File: src/rtl/cache_pkg.sv
// Shared geometry, AXI encodings and FSM state encoding for the cache line refill engine.
package cache_pkg;

    localparam int CACHE_LINE_WIDTH = 6;
    localparam int TAG_WIDTH        = 20;
    localparam int OFFSET_WIDTH     = CACHE_LINE_WIDTH - 2;
    localparam int WORDS            = 1 << OFFSET_WIDTH;
    localparam int INDEX_WIDTH      = 32 - TAG_WIDTH - CACHE_LINE_WIDTH;

    localparam logic [1:0] AXI_BURST_INCR = 2'b01;
    localparam logic [2:0] AXI_SIZE_4B    = 3'd2;
    localparam logic [1:0] AXI_RESP_OKAY  = 2'b00;
    localparam logic [7:0] AXI_LINE_LEN   = 8'(WORDS - 1);

    typedef enum logic [2:0] {
        ST_IDLE,
        ST_WB_AW,
        ST_WB_RD,
        ST_WB_W,
        ST_WB_B,
        ST_RF_AR,
        ST_RF_R,
        ST_DONE
    } state_e;

endpackage

File: src/rtl/cache_wb_buffer.sv
// Two-entry read-ahead buffer for writeback; entries land one cycle after issue_i (storage latency).
// Head bypasses the storage read port when empty, so a read issued last cycle can be consumed at once.
`ifdef CACHE_WB_PREFETCH_EN
module cache_wb_buffer #(
    parameter int DW = 32
) (
    input  logic          clk,
    input  logic          rst,
    input  logic          issue_i,
    input  logic [DW-1:0] rdata_i,
    input  logic          pop_i,
    output logic          vld_o,
    output logic [DW-1:0] dat_o,
    output logic [1:0]    occ_o
);

    logic          pend_q;
    logic          wptr_q;
    logic          rptr_q;
    logic [1:0]    cnt_q;
    logic [DW-1:0] mem_q [2];
    logic          push;
    logic          deq;

    assign vld_o = (cnt_q != 2'd0) || pend_q;
    assign dat_o = (cnt_q != 2'd0) ? mem_q[rptr_q] : rdata_i;
    assign occ_o = cnt_q + {1'b0, pend_q};

    // A pending word consumed straight from the storage port never enters the entries.
    assign push = pend_q && !((cnt_q == 2'd0) && pop_i);
    assign deq  = pop_i && (cnt_q != 2'd0);

    always_ff @(posedge clk or posedge rst) begin
        if (rst) begin
            pend_q <= 1'b0;
            wptr_q <= 1'b0;
            rptr_q <= 1'b0;
            cnt_q  <= 2'd0;
        end else begin
            pend_q <= issue_i;
            if (push) wptr_q <= ~wptr_q;
            if (deq)  rptr_q <= ~rptr_q;
            cnt_q <= cnt_q + {1'b0, push} - {1'b0, deq};
        end
    end

    always_ff @(posedge clk) begin
        if (push) mem_q[wptr_q] <= rdata_i;
    end

endmodule
`endif

File: src/rtl/cache_line_refill.sv
// Miss engine: optional dirty-victim AXI writeback, then AXI line refill into line storage; done pulses after last word.
// CACHE_WB_PREFETCH_EN: read-ahead buffer gives 1 writeback beat/cycle (else 2 cycles/beat); all AXI phases wait on ready/valid.
module cache_line_refill
    import cache_pkg::*;
(
    input  logic                    clk,
    input  logic                    rst,
    input  logic                    req_valid,
    output logic                    req_ready,
    input  logic [31:0]             req_addr,
    input  logic                    victim_dirty,
    input  logic [TAG_WIDTH-1:0]    victim_tag,
    output logic                    done,
    output logic                    err,
    output logic                    line_we,
    output logic [OFFSET_WIDTH-1:0] line_woff,
    output logic [31:0]             line_wdata,
    output logic [3:0]              line_wbe,
    output logic [TAG_WIDTH-1:0]    line_wtag,
    output logic                    line_wdirty,
    output logic                    line_wvalid,
    output logic [OFFSET_WIDTH-1:0] line_roff,
    input  logic [31:0]             line_rdata,
    output logic [3:0]              arid,
    output logic [31:0]             araddr,
    output logic [7:0]              arlen,
    output logic [2:0]              arsize,
    output logic [1:0]              arburst,
    output logic                    arvalid,
    input  logic                    arready,
    input  logic [31:0]             rdata,
    input  logic [1:0]              rresp,
    input  logic                    rlast,
    input  logic                    rvalid,
    output logic                    rready,
    output logic [3:0]              awid,
    output logic [31:0]             awaddr,
    output logic [7:0]              awlen,
    output logic [2:0]              awsize,
    output logic [1:0]              awburst,
    output logic                    awvalid,
    input  logic                    awready,
    output logic [31:0]             wdata,
    output logic [3:0]              wstrb,
    output logic                    wlast,
    output logic                    wvalid,
    input  logic                    wready,
    input  logic [1:0]              bresp,
    input  logic                    bvalid,
    output logic                    bready
);

    localparam logic [OFFSET_WIDTH-1:0] LAST_BEAT = '1;

    state_e                            state_q, state_d;
    logic [OFFSET_WIDTH-1:0]           beat_q, beat_d;
    logic [31:CACHE_LINE_WIDTH]        addr_q, addr_d;
    logic [TAG_WIDTH-1:0]              vtag_q, vtag_d;
    logic                              err_q, err_d;
    logic                              req_ready_raw;
    logic                              unused_addr_lsb;

    assign unused_addr_lsb = ^req_addr[CACHE_LINE_WIDTH-1:0];

    assign arid    = 4'd0;
    assign arlen   = AXI_LINE_LEN;
    assign arsize  = AXI_SIZE_4B;
    assign arburst = AXI_BURST_INCR;
    assign araddr  = {addr_q, {CACHE_LINE_WIDTH{1'b0}}};
    assign awid    = 4'd0;
    assign awlen   = AXI_LINE_LEN;
    assign awsize  = AXI_SIZE_4B;
    assign awburst = AXI_BURST_INCR;
    assign awaddr  = {vtag_q, addr_q[CACHE_LINE_WIDTH +: INDEX_WIDTH], {CACHE_LINE_WIDTH{1'b0}}};
    assign wstrb   = 4'hF;

    assign line_woff   = beat_q;
    assign line_wdata  = rdata;
    assign line_wbe    = 4'hF;
    assign line_wtag   = addr_q[31 -: TAG_WIDTH];
    assign line_wdirty = 1'b0;

    // Held low while reset is asserted so upstream never sees a ready from a resetting engine.
    assign req_ready = req_ready_raw && !rst;
    assign err       = (state_q == ST_DONE) && err_q;

`ifdef CACHE_WB_PREFETCH_EN
    logic [OFFSET_WIDTH:0] rptr_q, rptr_d;
    logic                  issue;
    logic                  pop;
    logic                  buf_vld;
    logic [31:0]           buf_dat;
    logic [1:0]            buf_occ;

    cache_wb_buffer #(.DW(32)) u_wb_buffer (
        .clk     (clk),
        .rst     (rst),
        .issue_i (issue),
        .rdata_i (line_rdata),
        .pop_i   (pop),
        .vld_o   (buf_vld),
        .dat_o   (buf_dat),
        .occ_o   (buf_occ)
    );

    assign line_roff = rptr_q[OFFSET_WIDTH-1:0];

    always_ff @(posedge clk or posedge rst) begin
        if (rst) rptr_q <= '0;
        else     rptr_q <= rptr_d;
    end
`else
    assign line_roff = beat_q;
`endif

    always_ff @(posedge clk or posedge rst) begin
        if (rst) begin
            state_q <= ST_IDLE;
            beat_q  <= '0;
            addr_q  <= '0;
            vtag_q  <= '0;
            err_q   <= 1'b0;
        end else begin
            state_q <= state_d;
            beat_q  <= beat_d;
            addr_q  <= addr_d;
            vtag_q  <= vtag_d;
            err_q   <= err_d;
        end
    end

    always_comb begin
        state_d       = state_q;
        beat_d        = beat_q;
        addr_d        = addr_q;
        vtag_d        = vtag_q;
        err_d         = err_q;
        req_ready_raw = 1'b0;
        done          = 1'b0;
        line_we       = 1'b0;
        line_wvalid   = 1'b0;
        arvalid       = 1'b0;
        rready        = 1'b0;
        awvalid       = 1'b0;
        wvalid        = 1'b0;
        wdata         = line_rdata;
        wlast         = 1'b0;
        bready        = 1'b0;
`ifdef CACHE_WB_PREFETCH_EN
        rptr_d        = rptr_q;
        issue         = 1'b0;
        pop           = 1'b0;
`endif
        case (state_q)
            ST_IDLE: begin
                req_ready_raw = 1'b1;
                if (req_valid) begin
                    addr_d  = req_addr[31:CACHE_LINE_WIDTH];
                    vtag_d  = victim_tag;
                    beat_d  = '0;
                    err_d   = 1'b0;
                    state_d = victim_dirty ? ST_WB_AW : ST_RF_AR;
`ifdef CACHE_WB_PREFETCH_EN
                    rptr_d  = '0;
`endif
                end
            end
            ST_WB_AW: begin
                awvalid = 1'b1;
                if (awready) state_d = ST_WB_RD;
            end
            ST_WB_RD: begin
                state_d = ST_WB_W;
`ifdef CACHE_WB_PREFETCH_EN
                issue  = 1'b1;
                rptr_d = rptr_q + 1'b1;
`endif
            end
            ST_WB_W: begin
                wlast = (beat_q == LAST_BEAT);
`ifdef CACHE_WB_PREFETCH_EN
                wvalid = buf_vld;
                wdata  = buf_dat;
                pop    = buf_vld && wready;
                // Keep at most two words in flight between storage and the W channel.
                issue  = !rptr_q[OFFSET_WIDTH] && ((buf_occ < 2'd2) || pop);
                if (issue) rptr_d = rptr_q + 1'b1;
                if (pop) begin
                    beat_d = beat_q + 1'b1;
                    if (wlast) state_d = ST_WB_B;
                end
`else
                wvalid = 1'b1;
                if (wready) begin
                    beat_d  = beat_q + 1'b1;
                    state_d = wlast ? ST_WB_B : ST_WB_RD;
                end
`endif
            end
            ST_WB_B: begin
                bready = 1'b1;
                if (bvalid) begin
                    if (bresp != AXI_RESP_OKAY) err_d = 1'b1;
                    beat_d  = '0;
                    state_d = ST_RF_AR;
                end
            end
            ST_RF_AR: begin
                arvalid = 1'b1;
                if (arready) state_d = ST_RF_R;
            end
            ST_RF_R: begin
                rready = 1'b1;
                if (rvalid) begin
                    line_we     = 1'b1;
                    line_wvalid = (beat_q == LAST_BEAT);
                    if ((rresp != AXI_RESP_OKAY) || (rlast != (beat_q == LAST_BEAT))) err_d = 1'b1;
                    beat_d = beat_q + 1'b1;
                    if (beat_q == LAST_BEAT) state_d = ST_DONE;
                end
            end
            ST_DONE: begin
                done    = 1'b1;
                state_d = ST_IDLE;
            end
            default: state_d = ST_IDLE;
        endcase
    end

endmodule

File: config.mk
export PLATFORM = sky130hd
export DESIGN_NAME = cache_line_refill
export DESIGN_NICKNAME = d
export VERILOG_FILES = /design/src/rtl/cache_pkg.sv /design/src/rtl/cache_wb_buffer.sv /design/src/rtl/cache_line_refill.sv
export SDC_FILE = /design/constraint.sdc
export NUM_CORES = 1
export LEC_CHECK = 0
export ABC_AREA = 1
export CORE_AREA = 10 10 122 124
export DETAILED_ROUTE_END_ITERATION = 8
export DIE_AREA = 0 0 132 134
export PLACE_DENSITY = 0.84
export SLEW_MARGIN = 40
export SYNTH_ARGS = -nofsm -noshare
export SYNTH_HDL_FRONTEND = slang
export SYNTH_SLANG_ARGS = --single-unit
File: constraint.sdc
create_clock -name clk -period 5.2 [get_ports clk]
set_input_delay 1.04 -clock clk [delete_from_list [all_inputs] [get_ports clk]]
set_output_delay 1.04 -clock clk [all_outputs]
set_load 0.05 [all_outputs]
==> flow_summary.json, run 1 <==
{
  "status": "complete, no violations",
  "synthesis.instances": 467,
  "ir_drop_mv": 0.212,
  "io_buffers": 150,
  "required_ns": 4.16,
  "min_to": "vtag_q[2]",
  "synthAdderAreaFrac_pct": 0.337,
  "hold_buffers": 0,
  "gp_congestion": 0.823,
  "utilization_pct": 36.7,
  "synthMuxAreaShare_pct": 0,
  "cts_setup_buffers": 0,
  "seq_area_mm2": 0.00135,
  "num-fill-cells": 1307,
  "first_iter_violations": 83,
  "ys_types": 29,
  "arrival_ns": 2.57,
  "boundaryPins": 340,
  "path_clk_slew_ns": 0.07,
  "syn_area_mm2": 0.00371,
  "synthToLayoutAreaGrowth_pct": 23.1,
  "yosys_warnings": 0,
  "firstDrtPassIters": 4,
  "yosysSeqAreaShare_pct": 36.4,
  "grt_first_pass_wirelength_um": 16300,
  "cts-resized-gates": 0,
  "fp.dieH_um": 134,
  "detailed_place_hpwl_um": 8350,
  "gr-total-overflow": 0,
  "hp-start": "vtag_q[2]",
  "routed_wl_um": 10400,
  "avgRoutedWirePerCell_um": 15.1,
  "hp-class": "reg2reg",
  "die_w_um": 132,
  "antenna_found_initial": 0,
  "critPathMaxFanout": 3,
  "ff2ff_setup_slack_ns": 3.12,
  "grt_use_total_pct": 11.2,
  "tns_ns": 0,
  "multiInputGateArea_mm2": 0.00125,
  "drive_gt1_share_pct": 6.02,
  "max_slew_margin_pct": 62.2,
  "initial_core_util_pct": 29.8,
  "synth_simple_gate_area_share_pct": 26.2,
  "synth_area_per_cell_um2": 7.95,
  "die_area_mm2": 0.0177,
  "setup.worst_path.end_class": "output port",
  "hold_slack_ns": 0.472,
  "design_area_mm2": 0.00457,
  "leakage_nw": 2.22,
  "grt_pass1_vias": 3003,
  "maxCapViolations": 0,
  "num_vias": 2826,
  "hold_viol_final": 0,
  "cp-start-kind": "primary input",
  "cts_tree": "yes",
  "core-area_mm2": 0.0125,
  "setup_viol": 0,
  "p_per_area_mw_per_mm2": 723,
  "rows": 41,
  "r2r-start": "state_q[0]",
  "crit_type": "in2out",
  "clockBufferDepth": 2,
  "nets": 645,
  "clock_sinks": 54,
  "slew_violations": 0,
  "period_needed_ns": 3.61,
  "period_share_pct": 69.4,
  "timing.rr.end": "vtag_q[8]",
  "h-tree-depth": 2,
  "fmax_ghz": 0.277,
  "reg2reg_depth": 7,
  "synth_top_family_by_area": "buffers and inverters",
  "placed_cells": 679,
  "synth_compound_area_share_pct": 1.08,
  "stdcell_count": 687,
  "fin_skew_ns": 0.00615,
  "grt_start_max_net_pins": 49,
  "route.detailed.drc": 0,
  "worst_pin_slew_ns": 0.567,
  "clock_latency_ns": 0.29,
  "hold_path_depth": 2,
  "diodes": 0,
  "rsz0062_at_grt": "false",
  "dpl_cell_area_mm2": 0.00441,
  "numCtsBuffers": 5,
  "synth_seq_cells": 54,
  "cts_root_buf": "clkbuf_16",
  "antenna_left": 0,
  "synth_xor_area_share_pct": 0.236,
  "via_per_inst": 4.11
}
==> layer usage <==
metal	global-route usage (%)	wire length (um)	part of all wire, %	up-vias
li1	-	-	-	1342
met1	11.6	4000	39	1291
met2	18.8	4950	48	167
met3	5.34	1090	11	26
met4	5.32	330	3.2	0
met5	0	0	0	-
==> area by class of cell <==
cell class | count | area share, %
inverters | 18 | 1.59
well taps | 172 | 4.71
flip-flops and latches | 54 | 29.6
multi-input cells | 282 | 27.3
repair buffers | 153 | 33.2
clock inverters | 2 | 0.821
clock buffers | 6 | 2.82
==> critical path: stages <==
cell,delay [ns]
clkdlybuf4s50_1,0.45
inv_1,0.06
nor3_1,0.18
clkdlybuf4s50_1,0.84
==> flip-flops by register name, indices dropped and copies added (netlist names) <==
register / cells
line_roff: 4
addr_q: 26
vtag_q: 20
err_q: 1
state_q: 3
==> stage by stage <==
| step | setup WS, ns | total power, mW |
|---|---|---|
| 3_5_place_dp | 1.59 | 2.97 |
| 3_3_place_gp | 1.59 | 2.93 |
| 6_report | 1.59 | 3.30 |
| 2_1_floorplan | 1.89 | 2.56 |
| 5_1_grt | 1.43 | 3.49 |
| 4_1_cts | 1.54 | 3.36 |
==> worst max path at each step <==
stage	start	to	slack, ns
2_1_floorplan	line_roff[0]	line_wvalid	1.89
3_3_place_gp	rvalid	line_wvalid	1.59
3_5_place_dp	rvalid	line_wvalid	1.59
4_1_cts	state_q[0]	req_ready	1.54
5_1_grt	state_q[0]	req_ready	1.43
6_report	rvalid	line_wvalid	1.59
==> layout by cell type, fill, tap and decap left out, drive strengths merged <==
cell           Yosys  routed
or2                1       1
clkdlybuf4s50      0     149
nor2              22      22
nor3b              1       1
o21bai             1       1
inv               18      18
clkinvlp           0       1
conb               2      55
dfrtp             54      54
bufinv             0       1
a21oi              1       1
clkbuf             2       6
xor2               1       1
nand4              3       3
o21ai              4       4
nand2            128     128
buf              164       4
ha                 1       1
nor3               2       2
nand3             62      62
==> cell usage after synthesis, drive strengths merged <==
library cell | instances | area, um^2
a21oi | 1 | 5.00
buf | 164 | 1240
clkbuf | 2 | 7.51
conb | 2 | 7.51
dfrtp | 54 | 1350
ha | 1 | 12.5
inv | 18 | 72.6
nand2 | 128 | 498
nand3 | 62 | 315
nand4 | 3 | 18.8
nor2 | 22 | 119
nor3 | 2 | 10.0
nor3b | 1 | 7.51
o21ai | 4 | 23.8
o21bai | 1 | 11.3
or2 | 1 | 6.26
xor2 | 1 | 8.76
==> where the power goes <==
group	switching (mW)	total, mW	internal (mW)
clock network	0.147	0.374	0.227
logic	1.54	2.18	0.638
registers	0.154	0.755	0.600
==> kinds of logic (layout without fill, tap and decap cells) <==
logic type               Yosys count  in the layout
XOR/XNOR                           1              1
other                              2             55
buffers and inverters            184            179
flip-flops                        54             54
AO/OA/AOI/OAI                      6              6
AND/OR/NAND/NOR                  219            219
adder cells (fa/ha/maj)            1              1
(Power assumes the default switching activity.)
==> run 2, diff against run 1 <==
--- a/config.mk
+++ b/config.mk
@@ -6,10 +6,11 @@
 export NUM_CORES = 1
 export LEC_CHECK = 0
 export ABC_AREA = 1
-export CORE_AREA = 10 10 122 124
+export CORE_ASPECT_RATIO = 0.7
+export CORE_MARGIN = 10
+export CORE_UTILIZATION = 28
 export DETAILED_ROUTE_END_ITERATION = 8
-export DIE_AREA = 0 0 132 134
-export PLACE_DENSITY = 0.84
+export PLACE_DENSITY = 0.82
 export SLEW_MARGIN = 40
 export SYNTH_ARGS = -nofsm -noshare
 export SYNTH_HDL_FRONTEND = slang
==> constraint.sdc (replaced) <==
create_clock -name clk -period 2.99 [get_ports clk]
set_input_delay 0.598 -clock clk [delete_from_list [all_inputs] [get_ports clk]]
set_output_delay 0.598 -clock clk [all_outputs]
set_load 0.05 [all_outputs]
==> run 2 against run 1 <==
  * Cell area is 0.30% higher
  * First-iteration DRC count is 87% higher
  * Worst hold slack hardly changed
  * Clock power is 66% higher
  * Die area is 3.7% higher
  * Register-to-register slack worse by 2.1 ns
  * Critical path depth is 1 lower
  * Wire length is 5.0% higher
  * Highest routed layer unchanged
==> flow_summary.json, run 2 (synthesized netlist as in run 1, its figures left out) <==
{
  "status": "complete, no violations",
  "gp_congestion": 0.813,
  "clock_sinks": 54,
  "hold_buffers": 0,
  "leakage_nw": 2.24,
  "avgRoutedWirePerCell_um": 15.9,
  "grt_use_total_pct": 10.6,
  "crit_type": "reg2out",
  "cpMaxStageDelayCell": "clkdlybuf4s50_1",
  "place_ws_ns": 0.599,
  "initial_core_util_pct": 28.5,
  "cts_tree": "yes",
  "setup_viol": 0,
  "fp.dieH_um": 116,
  "reg2reg_depth": 7,
  "largest_reg_flops": 26,
  "pwr-share-seq_pct": 22.9,
  "first_iter_violations": 155,
  "p_per_area_mw_per_mm2": 1260,
  "top_register": "addr_q",
  "period_needed_ns": 2.73,
  "ir_drop_mv": 0.303,
  "core-area_mm2": 0.0131,
  "max_slew_margin_pct": 62.8,
  "crit_chain": "nand2_1, nor3b_1, clkdlybuf4s50_1",
  "boundaryPins": 340,
  "crit_start": "state_q[0]",
  "fin_skew_ns": 0.00590,
  "tns_ns": 0,
  "critPathCapture": "err",
  "critPathMaxStageDelay_ns": 0.84,
  "cp_top_family": "buffers and inverters",
  "cts_root_buf": "clkbuf_16",
  "diodes": 0,
  "hold_slack_ns": 0.472,
  "timing.rr.end": "addr_q[26]",
  "clkPwrFrac_pct": 10.8,
  "worst_pin_slew_ns": 0.556,
  "fmax_ghz": 0.367,
  "cts_setup_buffers": 0,
  "placed_cells": 675,
  "rows": 35,
  "critPathMaxFanout": 8,
  "comb_power_share_pct": 66.3,
  "cp-start-kind": "flop",
  "ff2ff_setup_slack_ns": 1.02,
  "grt_first_pass_wirelength_um": 15300,
  "grt_pass1_vias": 2709,
  "die_w_um": 158,
  "gr-total-overflow": 0,
  "antenna_found_initial": 0,
  "crit_buf_inv": 1,
  "path_clk_slew_ns": 0.08,
  "sw_frac_of_total_pct": 56.5,
  "hp-class": "reg2reg",
  "slew_violations": 0,
  "antenna_left": 0,
  "required_ns": 2.39,
  "r2r-start": "state_q[0]",
  "detailed_place_hpwl_um": 8620,
  "rsz0062_at_grt": "false",
  "firstDrtPassIters": 4,
  "p_total_mw": 5.76,
  "layout_common_cells": "146 x clkdlybuf4s50_1, 123 x nand2_1, 61 x nand3_1",
  "p_int_mw": 2.51,
  "maxCapViolations": 0,
  "nets": 647,
  "h-tree-depth": 2,
  "routed_wl_um": 10900,
  "via_per_inst": 4.13,
  "cts-resized-gates": 0,
  "clock_latency_ns": 0.29,
  "synthToLayoutAreaGrowth_pct": 23.5,
  "layout_commonest_cell": "clkdlybuf4s50_1",
  "setup.worst_path.end_class": "output port",
  "worst-path-stages": 3,
  "hold_viol_final": 0,
  "worst_slack_ns": 0.263,
  "num_vias": 2819,
  "p_sw_mw": 3.25,
  "clockBufferDepth": 2,
  "io_buffers": 150,
  "drive_gt1_share_pct": 7.16,
  "numCtsBuffers": 5,
  "grt_start_max_net_pins": 47,
  "route.detailed.drc": 0,
  "stdcell_count": 683,
  "arrival_ns": 2.13,
  "die_area_mm2": 0.0183,
  "period_share_pct": 91.2
}
[run 2: changes by cell type in the layout (fill, tap and decap cells not counted)]
cell,previous run,this run
clkbuf_8,0,1
buf_4,3,6
clkbuf_1,1,0
buf_12,0,2
bufinv_16,1,0
inv_6,0,1
clkdlybuf4s50_1,149,146
[run 2: worst min-delay path by stage]
| stage | slack (ns) | cells past startpoint | startpoint | endpoint |
|---|---|---|---|---|
| finish | 0.47 | 2 | vtag_q[17] | vtag_q[17] |
| global route | 0.49 | 2 | vtag_q[10] | vtag_q[10] |
| CTS | 0.48 | 2 | vtag_q[10] | vtag_q[10] |
| detailed placement | 0.46 | 2 | vtag_q[10] | vtag_q[10] |
| global placement | 0.45 | 2 | vtag_q[17] | vtag_q[17] |
| floorplan | 0.43 | 2 | err_q | err_q |
[run 2: power groups by stage]
| stage | clock network (mW) | registers, mW | logic, mW |
|---|---|---|---|
| floorplan | 0 | 2.25 | 2.21 |
| global placement | 0 | 1.32 | 3.81 |
| finish | 0.620 | 1.32 | 3.82 |
| detailed placement | 0 | 1.33 | 3.86 |
| CTS | 0.651 | 1.32 | 3.86 |
| global route | 0.675 | 1.37 | 4.03 |
[run 2: cell type report]
type	instances	area, um^2
fillers	1357	8460
repair buffers	155	1550
flip-flops and latches	54	1350
multi-input cells	282	1250
well taps	166	208
clock buffers	6	139
inverters	18	72.6
clock inverters	2	16.3
[run 2: tightest hold or removal path, delay by kind of cell, from the launching register on]
family	cells	cell delay, ns
flops	1	0.34
simple gates	2	0.10
[run 2: metal layers]
layer	track usage (%)	vias up	wire length, um
met4	1.68	0	41
met3	7.03	8	1540
met5	0	-	0
met2	15.5	167	4940
li1	-	1347	-
met1	12.8	1297	4360
[run 2: stage by stage]
stage               instance area, um^2  util (%)
global route                       4590      35.1
detailed placement                 4430      34.0
finish                             4590      35.1
CTS                                4590      35.1
floorplan                          3910         -
global placement                   4430      33.9
==> run 3, diff against run 2 <==
--- a/config.mk
+++ b/config.mk
@@ -6,6 +6,7 @@
 export NUM_CORES = 1
 export LEC_CHECK = 0
 export ABC_AREA = 1
+export CAP_MARGIN = 10
 export CORE_ASPECT_RATIO = 0.7
 export CORE_MARGIN = 10
 export CORE_UTILIZATION = 28
==> results of run 3 <==
Same layout as run 2: the final DEF is identical, and so are final timing and power.
